[src/rtl/gfx256_pixel_writer_if.sv]
// Port bundle for gfx256_pixel_writer: raster requests, framebuffer setup,
// the 256-bit memory bus and the color-merge side channel.
interface gfx256_pixel_writer_if;
  logic [31:0]  target_base_i;
  logic [15:0]  target_width_i;
  logic [5:0]   bpp_i;
  logic         flush_i;
  logic         req_valid_i;
  logic         req_ready_o;
  logic [15:0]  x_i;
  logic [15:0]  y_i;
  logic [31:0]  color_i;
  logic         busy_o;
  logic         m_cyc_o;
  logic         m_stb_o;
  logic         m_we_o;
  logic [31:0]  m_adr_o;
  logic [31:0]  m_sel_o;
  logic [255:0] m_dat_o;
  logic [255:0] m_dat_i;
  logic         m_ack_i;
  logic         cm_rmw_o;
  logic [7:0]   cm_mb_o;
  logic [31:0]  cm_color_o;
  logic [255:0] cm_mem_o;
  logic [255:0] cm_mem_i;
  logic [31:0]  cm_sel_i;

  modport master (
    input  target_base_i, target_width_i, bpp_i, flush_i,
    input  req_valid_i, x_i, y_i, color_i,
    output req_ready_o, busy_o,
    output m_cyc_o, m_stb_o, m_we_o, m_adr_o, m_sel_o, m_dat_o,
    input  m_dat_i, m_ack_i,
    output cm_rmw_o, cm_mb_o, cm_color_o, cm_mem_o,
    input  cm_mem_i, cm_sel_i
  );

  modport slave (
    output target_base_i, target_width_i, bpp_i, flush_i,
    output req_valid_i, x_i, y_i, color_i,
    input  req_ready_o, busy_o,
    input  m_cyc_o, m_stb_o, m_we_o, m_adr_o, m_sel_o, m_dat_o,
    output m_dat_i, m_ack_i,
    input  cm_rmw_o, cm_mb_o, cm_color_o, cm_mem_o,
    output cm_mem_i, cm_sel_i
  );
endinterface

[src/rtl/gfx256_pixel_writer.sv]
// Pixel write sequencer: (x,y,color) -> masked 256-bit bus write, with RMW read and one-word cache.
// Accept-to-ready 3 cycles (direct/cache hit) or 4 (RMW miss) at zero-wait; req_ready_o low while busy, bus held until ack.
module gfx256_pixel_writer (
  input  logic                  clk_i,
  input  logic                  rst_i,
  gfx256_pixel_writer_if.master bus
);

  typedef enum logic [1:0] {
    IDLE  = 2'd0,
    CALC  = 2'd1,
    READ  = 2'd2,
    WRITE = 2'd3
  } state_t;

  state_t state;
  state_t state_nxt;

  logic [15:0]  x_q;
  logic [15:0]  y_q;
  logic [31:0]  color_q;
  logic [31:0]  adr_q;
  logic [7:0]   mb_q;
  logic         rmw_q;
  logic [255:0] word_q;

  logic [255:0] cache_word;
  logic [31:0]  cache_adr;
  logic         cache_vld;

  logic [31:0]  lin_pix;
  logic [31:0]  bit_lo;
  logic [31:0]  calc_adr;
  logic         calc_rmw;
  logic         cache_hit;
  logic         accept;
  logic         unused_base;

  assign unused_base = ^bus.target_base_i[4:0];
  assign accept      = bus.req_valid_i && bus.req_ready_o;

  // Only the low 32 bits of the bit address reach the word address and offset,
  // so the product is carried modulo 2^32.
  always_comb begin
    lin_pix   = 32'(y_q) * 32'(bus.target_width_i) + 32'(x_q);
    bit_lo    = lin_pix * {26'd0, bus.bpp_i};
    calc_adr  = {bus.target_base_i[31:5], 5'd0} + {3'd0, bit_lo[31:8], 5'd0};
    calc_rmw  = bus.bpp_i < 6'd8;
    cache_hit = calc_rmw && cache_vld && (cache_adr == calc_adr);
  end

  always_ff @(posedge clk_i) begin
    if (rst_i) begin
      state <= IDLE;
    end else begin
      state <= state_nxt;
    end
  end

  always_comb begin
    state_nxt = state;
    unique case (state)
      IDLE:    if (accept) state_nxt = CALC;
      CALC:    state_nxt = (calc_rmw && !cache_hit) ? READ : WRITE;
      READ:    if (bus.m_ack_i) state_nxt = WRITE;
      WRITE:   if (bus.m_ack_i) state_nxt = IDLE;
      default: state_nxt = IDLE;
    endcase
  end

  // cyc/stb stay high from READ straight into WRITE so the RMW keeps the bus locked.
  always_comb begin
    bus.req_ready_o = (state == IDLE) && !rst_i;
    bus.busy_o      = (state != IDLE);
    bus.m_cyc_o     = 1'b0;
    bus.m_stb_o     = 1'b0;
    bus.m_we_o      = 1'b0;
    bus.m_sel_o     = '0;
    bus.m_dat_o     = '0;
    unique case (state)
      READ: begin
        bus.m_cyc_o = 1'b1;
        bus.m_stb_o = 1'b1;
        bus.m_sel_o = '1;
      end
      WRITE: begin
        bus.m_cyc_o = 1'b1;
        bus.m_stb_o = 1'b1;
        bus.m_we_o  = 1'b1;
        bus.m_sel_o = bus.cm_sel_i;
        bus.m_dat_o = bus.cm_mem_i;
      end
      default: ;
    endcase
  end

  assign bus.m_adr_o    = adr_q;
  assign bus.cm_rmw_o   = rmw_q;
  assign bus.cm_mb_o    = mb_q;
  assign bus.cm_color_o = color_q;
  assign bus.cm_mem_o   = word_q;

  always_ff @(posedge clk_i) begin
    if (rst_i) begin
      x_q     <= '0;
      y_q     <= '0;
      color_q <= '0;
      adr_q   <= '0;
      mb_q    <= '0;
      rmw_q   <= 1'b0;
      word_q  <= '0;
    end else begin
      if (accept) begin
        x_q     <= bus.x_i;
        y_q     <= bus.y_i;
        color_q <= bus.color_i;
      end
      if (state == CALC) begin
        adr_q  <= calc_adr;
        mb_q   <= bit_lo[7:0];
        rmw_q  <= calc_rmw;
        word_q <= cache_hit ? cache_word : '0;
      end
      if ((state == READ) && bus.m_ack_i) begin
        word_q <= bus.m_dat_i;
      end
    end
  end

  // The cache mirrors the last RMW-written word; a direct write may alias it, so it drops out.
  always_ff @(posedge clk_i) begin
    if (rst_i) begin
      cache_vld  <= 1'b0;
      cache_adr  <= '0;
      cache_word <= '0;
    end else begin
      if ((state == WRITE) && bus.m_ack_i && rmw_q) begin
        cache_adr  <= adr_q;
        cache_word <= bus.cm_mem_i;
      end
      if (bus.flush_i) begin
        cache_vld <= 1'b0;
      end else if ((state == WRITE) && bus.m_ack_i) begin
        cache_vld <= rmw_q;
      end
    end
  end

endmodule
[src/flat_wrapper.sv]
// flat-port wrapper written by rule: the top's interface ports become plain ports
module gfx256_pixel_writer_flat 
  (clk_i, rst_i, bus_target_base_i, bus_target_width_i, bus_bpp_i, bus_flush_i, bus_req_valid_i, bus_x_i, bus_y_i, bus_color_i, bus_req_ready_o, bus_busy_o, bus_m_cyc_o, bus_m_stb_o, bus_m_we_o, bus_m_adr_o, bus_m_sel_o, bus_m_dat_o, bus_m_dat_i, bus_m_ack_i, bus_cm_rmw_o, bus_cm_mb_o, bus_cm_color_o, bus_cm_mem_o, bus_cm_mem_i, bus_cm_sel_i);
  gfx256_pixel_writer_if bus_i ();
  input  logic clk_i;
  input  logic rst_i;
  input wire logic [$bits(bus_i.target_base_i)-1:0] bus_target_base_i;
  input wire logic [$bits(bus_i.target_width_i)-1:0] bus_target_width_i;
  input wire logic [$bits(bus_i.bpp_i)-1:0] bus_bpp_i;
  input wire logic [$bits(bus_i.flush_i)-1:0] bus_flush_i;
  input wire logic [$bits(bus_i.req_valid_i)-1:0] bus_req_valid_i;
  input wire logic [$bits(bus_i.x_i)-1:0] bus_x_i;
  input wire logic [$bits(bus_i.y_i)-1:0] bus_y_i;
  input wire logic [$bits(bus_i.color_i)-1:0] bus_color_i;
  output wire logic [$bits(bus_i.req_ready_o)-1:0] bus_req_ready_o;
  output wire logic [$bits(bus_i.busy_o)-1:0] bus_busy_o;
  output wire logic [$bits(bus_i.m_cyc_o)-1:0] bus_m_cyc_o;
  output wire logic [$bits(bus_i.m_stb_o)-1:0] bus_m_stb_o;
  output wire logic [$bits(bus_i.m_we_o)-1:0] bus_m_we_o;
  output wire logic [$bits(bus_i.m_adr_o)-1:0] bus_m_adr_o;
  output wire logic [$bits(bus_i.m_sel_o)-1:0] bus_m_sel_o;
  output wire logic [$bits(bus_i.m_dat_o)-1:0] bus_m_dat_o;
  input wire logic [$bits(bus_i.m_dat_i)-1:0] bus_m_dat_i;
  input wire logic [$bits(bus_i.m_ack_i)-1:0] bus_m_ack_i;
  output wire logic [$bits(bus_i.cm_rmw_o)-1:0] bus_cm_rmw_o;
  output wire logic [$bits(bus_i.cm_mb_o)-1:0] bus_cm_mb_o;
  output wire logic [$bits(bus_i.cm_color_o)-1:0] bus_cm_color_o;
  output wire logic [$bits(bus_i.cm_mem_o)-1:0] bus_cm_mem_o;
  input wire logic [$bits(bus_i.cm_mem_i)-1:0] bus_cm_mem_i;
  input wire logic [$bits(bus_i.cm_sel_i)-1:0] bus_cm_sel_i;
  assign bus_i.target_base_i = bus_target_base_i;
  assign bus_i.target_width_i = bus_target_width_i;
  assign bus_i.bpp_i = bus_bpp_i;
  assign bus_i.flush_i = bus_flush_i;
  assign bus_i.req_valid_i = bus_req_valid_i;
  assign bus_i.x_i = bus_x_i;
  assign bus_i.y_i = bus_y_i;
  assign bus_i.color_i = bus_color_i;
  assign bus_req_ready_o = bus_i.req_ready_o;
  assign bus_busy_o = bus_i.busy_o;
  assign bus_m_cyc_o = bus_i.m_cyc_o;
  assign bus_m_stb_o = bus_i.m_stb_o;
  assign bus_m_we_o = bus_i.m_we_o;
  assign bus_m_adr_o = bus_i.m_adr_o;
  assign bus_m_sel_o = bus_i.m_sel_o;
  assign bus_m_dat_o = bus_i.m_dat_o;
  assign bus_i.m_dat_i = bus_m_dat_i;
  assign bus_i.m_ack_i = bus_m_ack_i;
  assign bus_cm_rmw_o = bus_i.cm_rmw_o;
  assign bus_cm_mb_o = bus_i.cm_mb_o;
  assign bus_cm_color_o = bus_i.cm_color_o;
  assign bus_cm_mem_o = bus_i.cm_mem_o;
  assign bus_i.cm_mem_i = bus_cm_mem_i;
  assign bus_i.cm_sel_i = bus_cm_sel_i;
  gfx256_pixel_writer u_core (.clk_i(clk_i), .rst_i(rst_i), .bus(bus_i));
endmodule
[config.mk]
export PLATFORM = sky130hd
export DESIGN_NAME = gfx256_pixel_writer_flat
export DESIGN_NICKNAME = d
export VERILOG_FILES = /design/src/rtl/gfx256_pixel_writer_if.sv /design/src/rtl/gfx256_pixel_writer.sv /design/src/flat_wrapper.sv
export SDC_FILE = /design/constraint.sdc
export NUM_CORES = 2
export LEC_CHECK = 0
export ABC_AREA = 1
export CAP_MARGIN = 20
export CORE_AREA = 2 2 495 497
export CTS_BUF_LIST = sky130_fd_sc_hd__clkbuf_16
export DETAILED_ROUTE_END_ITERATION = 12
export DIE_AREA = 0 0 497 499
export GPL_ROUTABILITY_DRIVEN = 0
export GPL_TIMING_DRIVEN = 0
export PLACE_DENSITY = 0.39
export RECOVER_POWER = 25
export SETUP_SLACK_MARGIN = 0.4
export SLEW_MARGIN = 20
export SYNTH_ARGS = -nofsm -noshare
export SYNTH_HDL_FRONTEND = slang
export SYNTH_SLANG_ARGS = --single-unit
[constraint.sdc]
create_clock -name clk_i -period 12.5 [get_ports clk_i]
set_input_delay 1.25 -clock clk_i [delete_from_list [all_inputs] [get_ports clk_i]]
set_output_delay 1.25 -clock clk_i [all_outputs]
set_load 0.02 [all_outputs]
# Word level (Yosys, flattened, before mapping)
# Index checks and enable logic that the tools add are counted.
[totals]
reg_bits = 652
wordCells = 51
inputBits = 667
output_inout_bits = 622
[op_classes]
mul = 2
eq_ne = 7
mux = 12
n_reduce_logical = 16
n_lt_le_gt_ge = 1
n_addsub = 2
[ops]
columns = ["operator", "count"]
rows = [
  ["$mux 256", 4],
  ["$pmux 32 s2", 1],
  ["$add 32x16->32", 1],
  ["$add 32x29->32", 1],
  ["$eq 32x32->1", 1],
  ["$mul 16x16->32", 1],
  ["$mul 32x6->32", 1],
  ["$logic_and 1x1->1", 8],
  ["$pmux 2 s4", 1],
  ["$lt 6x4->1 const B", 1],
  ["$mux 2", 3],
  ["$eq 2x2->1 const B", 2],
  ["$ne 2x2->1 const B", 2],
  ["$reduce_bool 2->1", 2],
  ["$reduce_or 2->1", 2],
  ["$mux 1", 3],
  ["$reduce_and 3->1", 1],
  ["$eq 2x1->1 const B", 1],
  ["$logic_not 1->1", 2],
  ["$logic_not 2->1", 1],
  ["$ne 2x1->1 const B", 1],
]

# Logic depth before layout (Yosys ltp)
[depth]
word_depth = 10
depth_mapped = 66

# Worst setup path after synthesis
# OpenSTA, ideal clock, no wires.
[synth_path]
path_type = "input port to flip-flop"
startpoint = "input bus_target_width_i[1]"
endpoint = "register u_core.word_q[152], in the netlist u_core.bus.cm_mem_o[152]"
path_stages = 53
n_path_buf = 4
setup_time_ps = 70
t_required_ps = 12430
slack_ps = 1066
arrival_time_ps = 11363
path_cell_list = "buf_1 -> clkbuf_1 -> nand2_1 -> fa_1 -> fa_1 -> fa_1 -> inv_1 -> fa_1 -> fa_1 -> inv_1 -> fa_1 -> inv_1 -> ha_1 -> a21oi_1 -> o21ai_0 -> a21o_1 -> xnor2_1 -> nor2_1 -> [17 not listed] -> inv_1 -> nand2_1 -> nand2_1 -> a21oi_1 -> nor2_1 -> nor2_1 -> nand2_1 -> nand2_1 -> nand2_1 -> nand2_1 -> nand2_1 -> nor2_1 -> nand2_1 -> nor2_4 -> buf_2 -> buf_4 -> nand4_1 -> a21oi_1"
[synth_via]
elab_chain_len = 9
[synth_lines]
columns = ["element", "line_no", "source"]
rows = [
  ["start, declared", "flat_wrapper.sv:8", "input wire logic [$bits(bus_i.target_width_i)-1:0] bus_target_width_i;"],
  ["$mul 16x16->32", "gfx256_pixel_writer.sv:45", "lin_pix = 32'(y_q) * 32'(bus.target_width_i) + 32'(x_q);"],
  ["$add 32x16->32", "gfx256_pixel_writer.sv:45", ""],
  ["$mul 32x6->32", "gfx256_pixel_writer.sv:46", "bit_lo = lin_pix * {26'd0, bus.bpp_i};"],
  ["$add 32x29->32", "gfx256_pixel_writer.sv:47", "calc_adr = {bus.target_base_i[31:5], 5'd0} + {3'd0, bit_lo[31:8], 5'd0};"],
  ["$eq 32x32->1", "gfx256_pixel_writer.sv:49", "cache_hit = calc_rmw && cache_vld && (cache_adr == calc_adr);"],
  ["$logic_and 1x1->1", "gfx256_pixel_writer.sv:49", ""],
  ["$mux 256", "gfx256_pixel_writer.sv:122", "word_q <= cache_hit ? cache_word : '0;"],
  ["$mux 256", "gfx256_pixel_writer.sv:118", "if (state == CALC) begin"],
  ["$mux 256", "gfx256_pixel_writer.sv:124", "if ((state == READ) && bus.m_ack_i) begin"],
  ["end signal, assigned", "gfx256_pixel_writer.sv:122", ""],
  ["end signal, assigned", "gfx256_pixel_writer.sv:125", "word_q <= bus.m_dat_i;"],
  ["end, declared", "gfx256_pixel_writer.sv:25", "logic [255:0] word_q;"],
]
# No other way between the ends. The select of a mux whose other input is x is not followed.
# A chain may end at the register's enable or synchronous reset.

# Worst setup path in the final report
[layout_path]
startpoint = "input bus_target_width_i[6]"
endpoint = "register u_core.word_q[90], in the netlist u_core.bus.cm_mem_o[90]"
# Same word-level chain as after synthesis.

==> flow_metrics.tcl <==
set metrics [dict create \
    worst_r2r_endpoint "u_core.bus.cm_mem_o[90]$_SDFFE_PP0P_" \
    maxCapViolations 0 \
    final_cell_area_um2 69300 \
    cts_buffer_depth 3 \
    num_rows 181 \
    cp_slowest_stage_delay_ps 570 \
    fin_skew_ps 51.9 \
    crit_fanout 10 \
    hold_viol 0 \
    cts.clk_slew.worst_paths_ps 60 \
    grt-ovfl-total 0 \
    grt_first_pass_wirelength_um 412000 \
    grt_max_degree 13 \
    crit_buf_inv 17 \
    portBuffers 1261 \
    dieArea_um2 248000 \
    grt_busiest_layer "met2" \
    ctsHoldBuffers 0 \
    required_ps 13130 \
    worst_slack_ps 733 \
    synth_top_family_by_area "simple AND/OR/NAND/NOR gates" \
    status "finished, final reports clean" \
    reg2reg_slack_ps 830 \
    hold_depth 2 \
    hold_path_class "reg -> reg" \
    post_drt_wl_per_cell_um 25.8 \
    cts-root-buf "clkbuf_16" \
    drt-vias-per-instance 4.41 \
    startpoint "bus_target_width_i[6]" \
    yosys_warnings 0 \
    synthTopCellsByArea "dfxtp_1, fa_1, nand2_1" \
    drtAntennaViolNets 0 \
    dp.final_hpwl_um 261000 \
    finalMaxSlewViolations 0 \
    worst_pin_slew_ps 1200 \
    drt_wl_total_um 305000 \
    drcViolationCount 0 \
    path_delay_family "adder cells" \
    min_from "u_core.cache_word[73]$_SDFFE_PP0P_" \
    r2r-start "u_core.y_q[9]$_SDFFE_PP0P_" \
    postSynth.asyncResetShare 0 \
    synth_top_cell_by_area "dfxtp_1" \
    worstRegToRegCells 57 \
    clock_latency_ps 720 \
    ys_seq_area_frac 0.274 \
    post-route-min-period_ps 11770 \
    numCtsBuffers 86 \
    fmax_mhz 85.0 \
    antenna_found_initial 88 \
    critPathLaunchType "input pin" \
    postSynthCellCount 7084 \
    synth_edf_count 0 \
    fin_nets 9679 \
    synth_fa_ha_area_frac 0.182 \
    synth_area_um2 46900 \
    synth_compound_area_frac 0.116 \
    vias 52100 \
    netlist.area_leader.share 0.274 \
    synthMuxAreaShare 0 \
    grt_util_met2 0.387 \
    yosys_most_used_dff "dfxtp_1" \
    grt_util_met3 0.0495 \
    use_met1 0.293 \
    synth-simple-area-share 0.254 \
    avgSynthCellArea_um2 6.62 \
    synthToLayoutAreaGrowth_pct 47.8 \
    synth_most_common_cell "nand2_1" \
    min_to "u_core.cache_word[73]$_SDFFE_PP0P_" \
    rsz0062_at_grt "no" \
    drive_gt1_frac 0.0709 \
    grtUsageTotal 0.237 \
    coreArea_um2 243000 \
    setup_viol_count_final 0 \
    first_global_vias 50800 \
    tritoncts "done" \
    cts.sinks 642 \
    synth_xor_area_frac 0.0113 \
    synth-seq-cells 642 \
    post_dp_cell_area_um2 63700 \
    totalNegativeSetupSlack_ps 0 \
    htree_levels 3 \
    pin_count 1289 \
    slowest_stage "fa_1" \
    netlist_top_cells_count "nand2_1, inv_1, dfxtp_1, a21oi_1, nor2_1" \
    critPathArrivalTime_ps 12400 \
    die_y_um 499 \
    cp-end-kind "flip-flop" \
    die_x_um 497 \
    max_slew_margin 0.203 \
    drt_pass1_iterations 6 \
    pre_cts_slack_ps -2690 \
    ys_types 44 \
    first_iter_violations 3859 \
    layout_worst_path_cycle_share 0.941 \
    path_class "in -> reg" \
    initial_core_util 0.193 \
]
==> cell type report <==
class	count	area, µm²
fillers	27000	173000
multi-input cells	4465	28100
repair buffers	1345	13500
flip-flops and latches	642	12900
inverters	1511	5680
well taps	3202	4010
plain buffers	470	2420
clock buffers	86	2150
clock inverters	70	519
diodes	33	82.6
==> layer usage <==
layer | share of wire | wire length, µm
met1 | 0.42 | 128000
met2 | 0.46 | 140000
met3 | 0.062 | 19000
met5 | 0.00059 | 179
met4 | 0.061 | 18600
==> flip-flops by register name (all words and copies together), names as in the netlist <==
register / flops
u_core.cache_vld: 1
u_core.bus.cm_mb_o: 8
u_core.bus.cm_mem_o: 256
u_core.bus.cm_rmw_o: 1
u_core.state: 2
u_core.x_q: 16
u_core.cache_adr: 27
u_core.y_q: 16
u_core.bus.m_adr_o: 27
u_core.bus.cm_color_o: 32
u_core.cache_word: 256
==> placed cells by master, fill, tap and decap left out, types with 14 or more instances in the layout <==
cell type        instances
nand2_1               1609
buf_4                  100
clkinv_1                23
xor2_1                  20
diode_2                 33
nand4_1                274
buf_2                   24
nand3_1                351
ha_4                    36
clkbuf_1               294
clkbuf_4                15
inv_1                 1517
nand2_2                 40
o21ai_0                382
a21oi_2                 30
dlygate4sd3_1          258
clkbuf_16               91
buf_1                   28
a21oi_4                 17
a21oi_1                579
ha_1                   131
clkbuf_2                39
clkdlybuf4s50_1       1003
fa_1                   311
nor2_1                 486
dfxtp_1                642
nor2_4                  16
clkinv_2                14
nor2_2                  26
==> worst max-delay path by stage <==
stage | end | slack [ps] | cells after the start
floorplan | u_core.bus.cm_mem_o[152]$_SDFFE_PP0P_ | 1070 | 53
finish | u_core.bus.cm_mem_o[90]$_SDFFE_PP0P_ | 730 | 59
CTS | u_core.bus.cm_mem_o[90]$_SDFFE_PP0P_ | 400 | 55
global placement | u_core.bus.cm_mem_o[246]$_SDFFE_PP0P_ | -2780 | 50
detailed placement | u_core.bus.cm_mem_o[246]$_SDFFE_PP0P_ | -2690 | 50
global route | u_core.bus.cm_mem_o[246]$_SDFFE_PP0P_ | 340 | 58
==> what timing repair did <==
action / CTS / global route
pin swaps: 26 / 93
setup buffers: 29 / 45
gates cloned: 0 / 3
gates resized for setup: 245 / 290
setup endpoints to repair: 267 / 257
==> cell families (layout without fill, tap and decap cells) <==
| logic type | Yosys count | count (layout) |
|---|---|---|
| other cells | 1 | 38 |
| flops | 642 | 642 |
| simple gates | 2845 | 2845 |
| xor+xnor | 59 | 59 |
| buf+inv | 1981 | 3482 |
| fa+ha+maj | 491 | 491 |
| compound gates | 1065 | 1065 |
==> worst min-delay path, cell delays in order, from the launching register on <==
cell and delay [ps]:
dfxtp_1 290, inv_1 60, a21oi_1 60
==> metrics by stage <==
step / std cells / utilization / hold slack (ps)
after detailed placement: 11600 / 0.263 / 445
after global placement: 11600 / 0.262 / 439
after CTS: 11700 / 0.279 / 453
final: 11800 / 0.286 / 454
after floorplan: 7088 / - / 430
after global routing: 11800 / 0.285 / 464
Power is left out: the tool's default activity adds up to more than one toggle a clock period on the data nets, which glitch-free logic cannot reach.
